### config.mk
export PLATFORM = sky130hd
export DESIGN_NAME = vga_sync_gen
export DESIGN_NICKNAME = d
export VERILOG_FILES = /design/src/rtl/vga_sync_gen.sv
export SDC_FILE = /design/constraint.sdc
export NUM_CORES = 1
export LEC_CHECK = 0
export ABC_AREA = 1
export CAP_MARGIN = 15
export CORE_MARGIN = 3
export CORE_UTILIZATION = 52
export CTS_CLUSTER_SIZE = 40
export DETAILED_ROUTE_END_ITERATION = 12
export GPL_TIMING_DRIVEN = 0
export PLACE_DENSITY = 0.79
export SLEW_MARGIN = 10
export SYNTH_ARGS = -nofsm -noshare
export SYNTH_HDL_FRONTEND = slang
export SYNTH_SLANG_ARGS = --single-unit
### constraint.sdc
create_clock -name CLK -period 2.1 [get_ports CLK]
set_clock_uncertainty 0.1 [all_clocks]
set_input_delay 0.315 -clock CLK [delete_from_list [all_inputs] [get_ports CLK]]
set_output_delay 0.315 -clock CLK [all_outputs]
set_load 0.02 [all_outputs]
### src/rtl/vga_sync_gen.sv
// VGA raster timing: pixel-clock enable, scan counters, registered sync/video
// decode and a per-signal delay line that re-aligns sync with the RGB pipeline.
module vga_sync_gen #(
  parameter int H_DISPLAY  = 640,
  parameter int H_FRONT    = 16,
  parameter int H_SYNC     = 96,
  parameter int H_BACK     = 48,
  parameter int V_DISPLAY  = 480,
  parameter int V_FRONT    = 10,
  parameter int V_SYNC     = 2,
  parameter int V_BACK     = 33,
  parameter int TICK_DIV   = 4,
  parameter int SYNC_DELAY = 2
) (
  input  logic       CLK,
  input  logic       RESET,
  output logic       p_tick,
  output logic [9:0] pix_x,
  output logic [9:0] pix_y,
  output logic       video_on,
  output logic       hsync,
  output logic       vsync,
  output logic       frame_start,
  output logic       hsync_d,
  output logic       vsync_d,
  output logic       video_on_d
);

  localparam int H_TOTAL = H_DISPLAY + H_FRONT + H_SYNC + H_BACK;
  localparam int V_TOTAL = V_DISPLAY + V_FRONT + V_SYNC + V_BACK;

  localparam logic [9:0]  H_LAST   = 10'(H_TOTAL - 1);
  localparam logic [9:0]  V_LAST   = 10'(V_TOTAL - 1);
  localparam logic [9:0]  HS_START = 10'(H_DISPLAY + H_FRONT);
  localparam logic [9:0]  HS_END   = 10'(H_DISPLAY + H_FRONT + H_SYNC - 1);
  localparam logic [9:0]  VS_START = 10'(V_DISPLAY + V_FRONT);
  localparam logic [9:0]  VS_END   = 10'(V_DISPLAY + V_FRONT + V_SYNC - 1);
  localparam logic [10:0] H_VIS    = 11'(H_DISPLAY);
  localparam logic [10:0] V_VIS    = 11'(V_DISPLAY);
  localparam logic [3:0]  DIV_LAST = 4'(TICK_DIV - 1);

  logic [3:0] div_cnt;
  logic       advance;
  logic       line_end;
  logic       frame_end;
  logic [9:0] x_next;
  logic [9:0] y_next;
  logic       hsync_next;
  logic       vsync_next;
  logic       video_on_next;

  // Sync and video flags are decoded from the next counter values so the
  // registered outputs change on the same edge as pix_x/pix_y.
  always_comb begin
    advance   = (div_cnt == DIV_LAST);
    line_end  = (pix_x == H_LAST);
    frame_end = line_end && (pix_y == V_LAST);
    x_next    = pix_x;
    y_next    = pix_y;
    if (advance) begin
      if (line_end) begin
        x_next = '0;
        y_next = (pix_y == V_LAST) ? 10'd0 : pix_y + 10'd1;
      end else begin
        x_next = pix_x + 10'd1;
      end
    end
    hsync_next    = !((x_next >= HS_START) && (x_next <= HS_END));
    vsync_next    = !((y_next >= VS_START) && (y_next <= VS_END));
    video_on_next = ({1'b0, x_next} < H_VIS) && ({1'b0, y_next} < V_VIS);
  end

  always_ff @(posedge CLK) begin
    if (RESET) begin
      div_cnt     <= '0;
      p_tick      <= 1'b0;
      pix_x       <= '0;
      pix_y       <= '0;
      video_on    <= 1'b0;
      hsync       <= 1'b1;
      vsync       <= 1'b1;
      frame_start <= 1'b0;
    end else begin
      div_cnt     <= advance ? 4'd0 : div_cnt + 4'd1;
      p_tick      <= advance;
      pix_x       <= x_next;
      pix_y       <= y_next;
      video_on    <= video_on_next;
      hsync       <= hsync_next;
      vsync       <= vsync_next;
      frame_start <= advance && frame_end;
    end
  end

  // The delay line runs on every CLK, not on p_tick, because it matches a
  // CLK-rate RGB pipeline.
  generate
    if (SYNC_DELAY == 0) begin : g_no_delay
      assign hsync_d    = hsync;
      assign vsync_d    = vsync;
      assign video_on_d = video_on;
    end else begin : g_delay
      logic [SYNC_DELAY-1:0] hs_sh;
      logic [SYNC_DELAY-1:0] vs_sh;
      logic [SYNC_DELAY-1:0] vo_sh;

      always_ff @(posedge CLK) begin
        if (RESET) begin
          hs_sh <= '1;
          vs_sh <= '1;
          vo_sh <= '0;
        end else begin
          hs_sh[0] <= hsync;
          vs_sh[0] <= vsync;
          vo_sh[0] <= video_on;
          for (int i = 1; i < SYNC_DELAY; i++) begin
            hs_sh[i] <= hs_sh[i-1];
            vs_sh[i] <= vs_sh[i-1];
            vo_sh[i] <= vo_sh[i-1];
          end
        end
      end

      assign hsync_d    = hs_sh[SYNC_DELAY-1];
      assign vsync_d    = vs_sh[SYNC_DELAY-1];
      assign video_on_d = vo_sh[SYNC_DELAY-1];
    end
  endgenerate

endmodule
Word-level counts from Yosys, hierarchy flattened. Index checks and enable logic that the tools add are counted.

Output and inout port bits: 28. Word-level logic and storage cells: 36. RAM bits: 0. Memories kept: 0. Register bits: 35. Bits in latches: 0. Bits in read-only memories: 0. Input port bits: 2.

Equality and inequality tests: 3. Bitwise gates (word level): 0. Reduce and logical (&&, ||, !) cells: 8. Mux-type cells: 5. Add/subtract/negate cells: 3. $mul: 0. $lt $le $gt $ge: 6. Div/mod/pow operators: 0. Shift operators: 0.

Operators with widths (count): $mux W10 (5); $add A10 B1 Y10 const B (2); $eq A10 B10 Y1 const B (2); $ge A10 B10 Y1 const B (1); $ge A10 B9 Y1 const B (1); $le A10 B10 Y1 const B (1); $le A10 B9 Y1 const B (1); $lt A10 B10 Y1 const B (1); $lt A10 B9 Y1 const B (1); $logic_and A1 B1 Y1 (5); $add A4 B1 Y4 const B (1); $eq A4 B2 Y1 const B (1); $logic_not A1 Y1 (2); $reduce_or A2 Y1 (1).

Depth between registers and ports, before layout. Gate-level depths: netlist (run 1).

Depth in word-level cells: 7. Depth in mapped cells: 13.

Worst setup path after synthesis (run 1). Ideal clock, no wire load.

Path kind: flip-flop to flip-flop. From: register pix_x[0]. To: register vsync. Path slack: 245 ps. Buffers on the path: 0. Cell stages (with the launch flop): 11. Data arrival time: 1634 ps. Required time: 1879 ps. Setup time: 121 ps. Cell sequence: dfxtp_1 ha_1 nand4_2 nor2_4 nand2_4 clkinv_4 nand3_1 nand2_1 nand3_1 nor2_1 nand3_1.

Cells in the longest elaborated chain, start to end: 6.

RTL lines: from (decl) (line 18) `output logic [9:0] pix_x,`; from (signal assigned) (line 86) `pix_x <= x_next;`; $eq A10 B10 Y1 * (line 56) `line_end = (pix_x == H_LAST);`; $mux W10 * (line 61) `if (line_end) begin`; $mux W10 * (line 60) `if (advance) begin`; $ge A10 B9 Y1 or $le A10 B9 Y1 (tied branches) (line 69) `vsync_next = !((y_next >= VS_START) && (y_next <= VS_END));`; $logic_and A1 B1 Y1 * (line 69); $logic_not A1 Y1 * (line 69); to (signal assigned) (line 90) `vsync <= vsync_next;`; to (decl) (line 22) `output logic vsync,`.

Every way passes the cells marked *; elsewhere a longest branch is shown, timed or not. A chain may end at the register's enable or synchronous reset.

Final worst setup path (run 1).
From: register pix_x[5]. To: output port pix_x[5].

No word-level cell between the ends.

==> metrics.cfg, run 1 <==
[worst_setup_path]
path_cells = clkdlybuf4s50_1
crit_fanout = 8
cpMaxStageDelayCell = clkdlybuf4s50_1
cp-end-kind = output port
setup.worst_path.class = reg -> out
cp_num_cells = 1
r2r_cells = 11
crit_family = buffers and inverters
worstSetupStartpointType = register
required_ps = 1680
arrival_ps = 1520
cp.buffers_inverters = 1
critPathMaxStageDelay_ps = 670

[detailed_routing]
drc = 0
vias = 1703
wl_per_cell_um = 11.3
routed_wl_um = 3790
via_per_inst = 5.08
drtAntennaViolNets = 0
drt_pass1_iterations = 4
drtIter0Drc = 131

[clocking]
hold_buffers = 0
cts.clk_slew.worst_paths_ps = 120
numCtsBuffers = 5
clk_path_buf_depth = 2
cts-root-buf = clkbuf_4
cts_num_sinks = 35
htree_levels = 2
clk_latency_ps = 350
cts_tree = yes

[global_routing]
grt_antenna_before_repair = 0
grt_pass1_vias = 1510
grt_max_degree = 13
grt_pass1_wl_um = 6460
grt.overflow.total = 0
track_usage = 0.197

[sta]
setup_viol = 0
max_freq_ghz = 0.516
max-slew-margin-rel = 0.676
finalSetupTns_ps = 0
finalMaxSlewViolations = 0
min_period_over_period = 0.923
hold_viol_final = 0
rsz0062_at_grt = false
worstMarginPinSlew_ps = 485
holdWs_ps = 314
min_period_ps = 1940

[run_status]
status = finished clean

[pwr]
p_seq_frac = 0.605
power.share.clock = 0.328
p_per_area_nw_per_um2 = 530
p_comb_frac = 0.066
p_int_uw = 831
max-vdd-ir-drop_mv = 0.316
p_leak_uw = 0.000865
power_switching_uw = 303
swShare = 0.267
power.total_uw = 1130

[place]
place_hpwl_um = 2840
place_congestion = 0.895
placedInstanceArea_um2 = 2080
port_buffers = 28

[layout]
fill_cells = 277
fin_area_um2 = 2140
layout.nets = 296
syn_to_final_growth_pct = 23.1
n_antenna_cell = 0
drive_above_1_share = 0.103

[logic_synthesis]
synth_top_area_frac = 0.403
synth_fp_nets = 260
syn_inst = 254
syn_area_per_cell_um2 = 6.85
synth_top_area_cell = dfxtp_1
syn_area_um2 = 1740
ys_ff_latch = 35
ys_types = 29
ys_seq_area_frac = 0.403
ys.warnings.count = 0
yosys-top-cells-area = dfxtp_1 (40%), nand2_1 (13%), nor2_1 (8.8%), inv_1 (6.7%), nand3_1 (6.3%)

[die]
design.core.area_um2 = 3130
start_util = 0.556
rows = 20
dieArea_um2 = 4080
die_w_um = 63.9
fp.dieH_um = 63.9
ios = 30

[min_path]
hold_class = reg -> reg
hold-path-cell-count = 2

[job]
drv_cap = 0

## path summary, 6_finish.rpt
kind	startpoint	end	slack (ps)
worst max-delay path	pix_x[5]	pix_x[5]	160
worst max register to register	div_cnt[0]	vsync	200
worst min register to register	g_delay.vo_sh[0]	g_delay.vo_sh[1]	310
worst min-delay path	g_delay.vo_sh[0]	g_delay.vo_sh[1]	310
## repair_timing
item | 4_1_cts | 5_1_grt
gates resized for setup | 0 | 1
endpoints found under the setup margin | 0 | 3
setup buffers | 0 | 1
## power by group through the flow
stage / Clock (uW) / Sequential (uW) / Combinational (uW)
floorplan: 0 / 707 / 45.4
global placement: 0 / 701 / 74.7
detailed placement: 0 / 702 / 75.3
CTS: 380 / 687 / 75.7
global route: 408 / 689 / 84.7
finish: 373 / 687 / 75.1
## routing by layer
metal / vias up / track usage / share of wire
met5: - / 0 / 0
met1: 762 / 0.259 / 0.47
met4: 0 / 0.0485 / 0.0098
met2: 58 / 0.311 / 0.46
met3: 6 / 0.0633 / 0.067
li1: 877 / - / -
## state kept, by name (all words and copies together), names as in the netlist
signal	flops
g_delay.vo_sh	2
frame_start	1
p_tick	1
vsync	1
video_on	1
g_delay.hs_sh	2
hsync	1
div_cnt	4
pix_x	10
g_delay.vs_sh	2
pix_y	10
## cell usage in the layout, fill, tap and decap left out, types with 2 or more instances in the layout
cell type        synthesis  layout
nand4_1                  7       7
nand3b_1                 3       3
clkbuf_4                 0       5
clkinvlp_4               0       2
nor3_1                   5       5
nand3_2                  2       2
inv_1                   31      31
clkdlybuf4s50_1          0      28
inv_2                    2       2
clkbuf_1                 3       3
o21ai_1                  2       2
nor2_1                  41      41
nand2_2                  2       2
nand2_1                 61      61
nor2_2                   2       2
a21oi_1                 10      10
o21ai_0                  3       3
nand3_1                 22      22
or2_2                    5       5
ha_1                     4       4
xor2_1                   3       3
dfxtp_1                 35      34
buf_2                    2       2
## cell type report
cell class	instances	area [um^2]	share of cell area
plain buffers	5	21.3	0.00993
multi-input cells	180	886	0.414
clock buffers	5	37.5	0.0175
flip-flops and latches	35	702	0.328
inverters	34	133	0.0619
clock inverters	3	20.0	0.00935
repair buffers	29	288	0.134
well taps	44	55.1	0.0257
## logic make-up (layout without fill, tap and decap cells)
| group | count (synthesis) | after routing | share of synthesized area |
|---|---|---|---|
| fa+ha+maj | 4 | 4 | 0.0288 |
| flops | 35 | 35 | 0.403 |
| xor+xnor | 3 | 3 | 0.0151 |
| simple gates | 155 | 155 | 0.409 |
| compound gates | 18 | 18 | 0.0561 |
| buf+inv | 39 | 76 | 0.0884 |
## stage by stage
stage	setup slack [ps]	util	cells
finish	161	0.685	335
global route	28.6	0.685	335
CTS	100	0.682	334
detailed placement	119	0.664	326
global placement	123	0.664	326
floorplan	245	-	254
## synth_stat cells (all sizes together)
library cell   n
a21oi         10
a22oi          1
buf            2
clkbuf         3
clkinv         1
dfxtp         35
ha             4
inv           33
nand2         64
nand3         24
nand3b         3
nand4          8
nor2          44
nor3           6
nor4           1
o211ai         1
o21ai          5
o21bai         1
or2            5
xor2           3
Power figures use the tool's default switching activity.
==> inputs of run 2 (changes only) <==
--- a/config.mk
+++ b/config.mk
@@ -13,6 +13,7 @@
 export DETAILED_ROUTE_END_ITERATION = 12
 export GPL_TIMING_DRIVEN = 0
 export PLACE_DENSITY = 0.79
+export RECOVER_POWER = 50
 export SLEW_MARGIN = 10
 export SYNTH_ARGS = -nofsm -noshare
 export SYNTH_HDL_FRONTEND = slang
==> run 2 against run 1 <==
Die area is the same. Worst hold slack about the same. Highest routed layer unchanged. Sequential power about the same. Non-clock buffer count did not move. Sequential share of layout area is the same. Sequential cell count did not move. Design area unchanged. Maximum frequency grew 0.51%. First-iteration DRC count increased by 11%. Register-to-register slack about the same.
==> metrics.cfg, run 2 (synthesis gave the netlist of run 1 again) <==
[run_status]
status = finished clean

[worst_setup_path]
cp.buffers_inverters = 1  ; unchanged
cp_num_cells = 1  ; unchanged
path_cells = clkdlybuf4s50_1
crit_fanout = 8  ; unchanged
arrival_ps = 1510  ; about the same
cpMaxStageDelayCell = clkdlybuf4s50_1
cp-end-kind = output port
r2r_setup_slack_ps = 200  ; about the same
required_ps = 1680  ; about the same
worstSetupStartpointType = register
r2r_cells = 11  ; unchanged
setup.worst_path.class = reg -> out
critPathMaxStageDelay_ps = 660  ; about the same
crit_family = buffers and inverters

[sta]
max-slew-margin-rel = 0.676  ; about the same
finalMaxSlewViolations = 0  ; unchanged
max_freq_ghz = 0.518  ; +0.51%
hold_viol_final = 0  ; unchanged
min_period_over_period = 0.919  ; -0.00469
worstMarginPinSlew_ps = 486  ; +0.564 ps
setup_viol = 0  ; unchanged
min_period_ps = 1930  ; -9.85 ps
rsz0062_at_grt = false
finalSetupTns_ps = 0  ; unchanged

[detailed_routing]
drtAntennaViolNets = 0  ; unchanged
routed_wl_um = 3780  ; -0.37%
drtIter0Drc = 145  ; +11%
via_per_inst = 5.08  ; about the same
vias = 1702  ; -0.059%
drt_pass1_iterations = 4  ; unchanged
wl_per_cell_um = 11.3  ; -0.37%
drc = 0  ; unchanged

[die]
dieArea_um2 = 4080  ; unchanged
die_w_um = 63.9  ; unchanged
start_util = 0.556  ; unchanged
design.core.area_um2 = 3130  ; unchanged
rows = 20  ; unchanged
ios = 30  ; unchanged
fp.dieH_um = 63.9  ; unchanged

[clocking]
cts-root-buf = clkbuf_4
htree_levels = 2  ; unchanged
clk_path_buf_depth = 2  ; unchanged
hold_buffers = 0  ; unchanged
cts.clk_slew.worst_paths_ps = 120  ; about the same
cts_tree = yes
numCtsBuffers = 5  ; unchanged
cts_num_sinks = 35  ; unchanged
clk_latency_ps = 350  ; about the same

[pwr]
p_leak_uw = 0.000866  ; about the same
max-vdd-ir-drop_mv = 0.316  ; about the same
p_per_area_nw_per_um2 = 529  ; about the same

[global_routing]
use_met2 = 0.311  ; unchanged
grt_antenna_before_repair = 0  ; unchanged
grt_max_degree = 13  ; unchanged
track_usage = 0.197  ; unchanged
use_met3 = 0.0633  ; unchanged
grt_pass1_vias = 1510  ; unchanged
grt.busiest_layer = met2
met1_usage = 0.259  ; unchanged
grt_pass1_wl_um = 6460  ; unchanged
grt.overflow.total = 0  ; unchanged

[layout]
utilization = 0.685  ; unchanged
drive_above_1_share = 0.103  ; unchanged
layout.nets = 296  ; unchanged
largestRegisters = pix_x x10, pix_y x10, div_cnt x4
n_antenna_cell = 0  ; unchanged
syn_to_final_growth_pct = 23.1  ; unchanged
final_common_cell = nand2_1
final_cell_mix = nand2_1 (61), nor2_1 (41), dfxtp_1 (34)

[place]
place_congestion = 0.895  ; unchanged
place_hpwl_um = 2840  ; unchanged
port_buffers = 28  ; unchanged

[min_path]
hold-path-cell-count = 2  ; unchanged
hold_class = reg -> reg

[job]
drv_cap = 0  ; unchanged

-- run 2: changes by cell type in the layout (fill, tap and decap cells not counted) --
cell             delta
clkdlybuf4s50_1     -6
dlygate4sd3_1       +6
-- run 2: layout make-up --
| class | instances | area [um^2] |
|---|---|---|
| Tap cell | 44 | 55.1 |
| Clock buffer | 5 | 37.5 |
| Multi-Input combinational cell | 180 | 886 |
| Fill cell | 277 | 986 |
| Timing Repair Buffer | 29 | 288 |
| Buffer | 5 | 21.3 |
| Sequential cell | 35 | 702 |
| Clock inverter | 3 | 20.0 |
| Inverter | 34 | 133 |
-- run 2: routing by layer --
layer  up-vias  part of all wire
li1        877                 -
met1       762              0.47
met2        57              0.46
met3         6             0.067
met4         0            0.0098
met5         -                 0
-- run 2: repair_timing --
action / CTS / global route
buffers inserted: 0 / 1
resized for setup: 0 / 1
endpoints found under the setup margin: 0 / 3
-- run 2: path summary, 6_finish.rpt --
check,startpoint,endpoint
min,g_delay.vo_sh[0],g_delay.vo_sh[1]
max,pix_x[5],pix_x[5]
max reg2reg,div_cnt[0],vsync
min reg2reg,g_delay.vo_sh[0],g_delay.vo_sh[1]
-- run 2: power by group --
group,internal [uW],switching [uW]
clock,128,245
combinational,25.8,48.8
sequential,677,9.62
-- run 2: per-stage QoR --
step	hold WS, ps	instances	instance area [um^2]	power, uW	setup WS, ps
5_1_grt	342	335	2140	1180	28.6
6_report	314	335	2140	1130	171
2_1_floorplan	288	254	1740	752	245
3_3_place_gp	292	326	2080	776	123
3_5_place_dp	295	326	2080	777	119
4_1_cts	317	334	2130	1140	100
-- run 2: tightest hold or removal path, delay by kind of cell (launching register included) --
family | cells | cell delay (ps)
and+or+nand+nor | 1 | 30
buffers and inverters | 1 | 40
DFF | 1 | 320
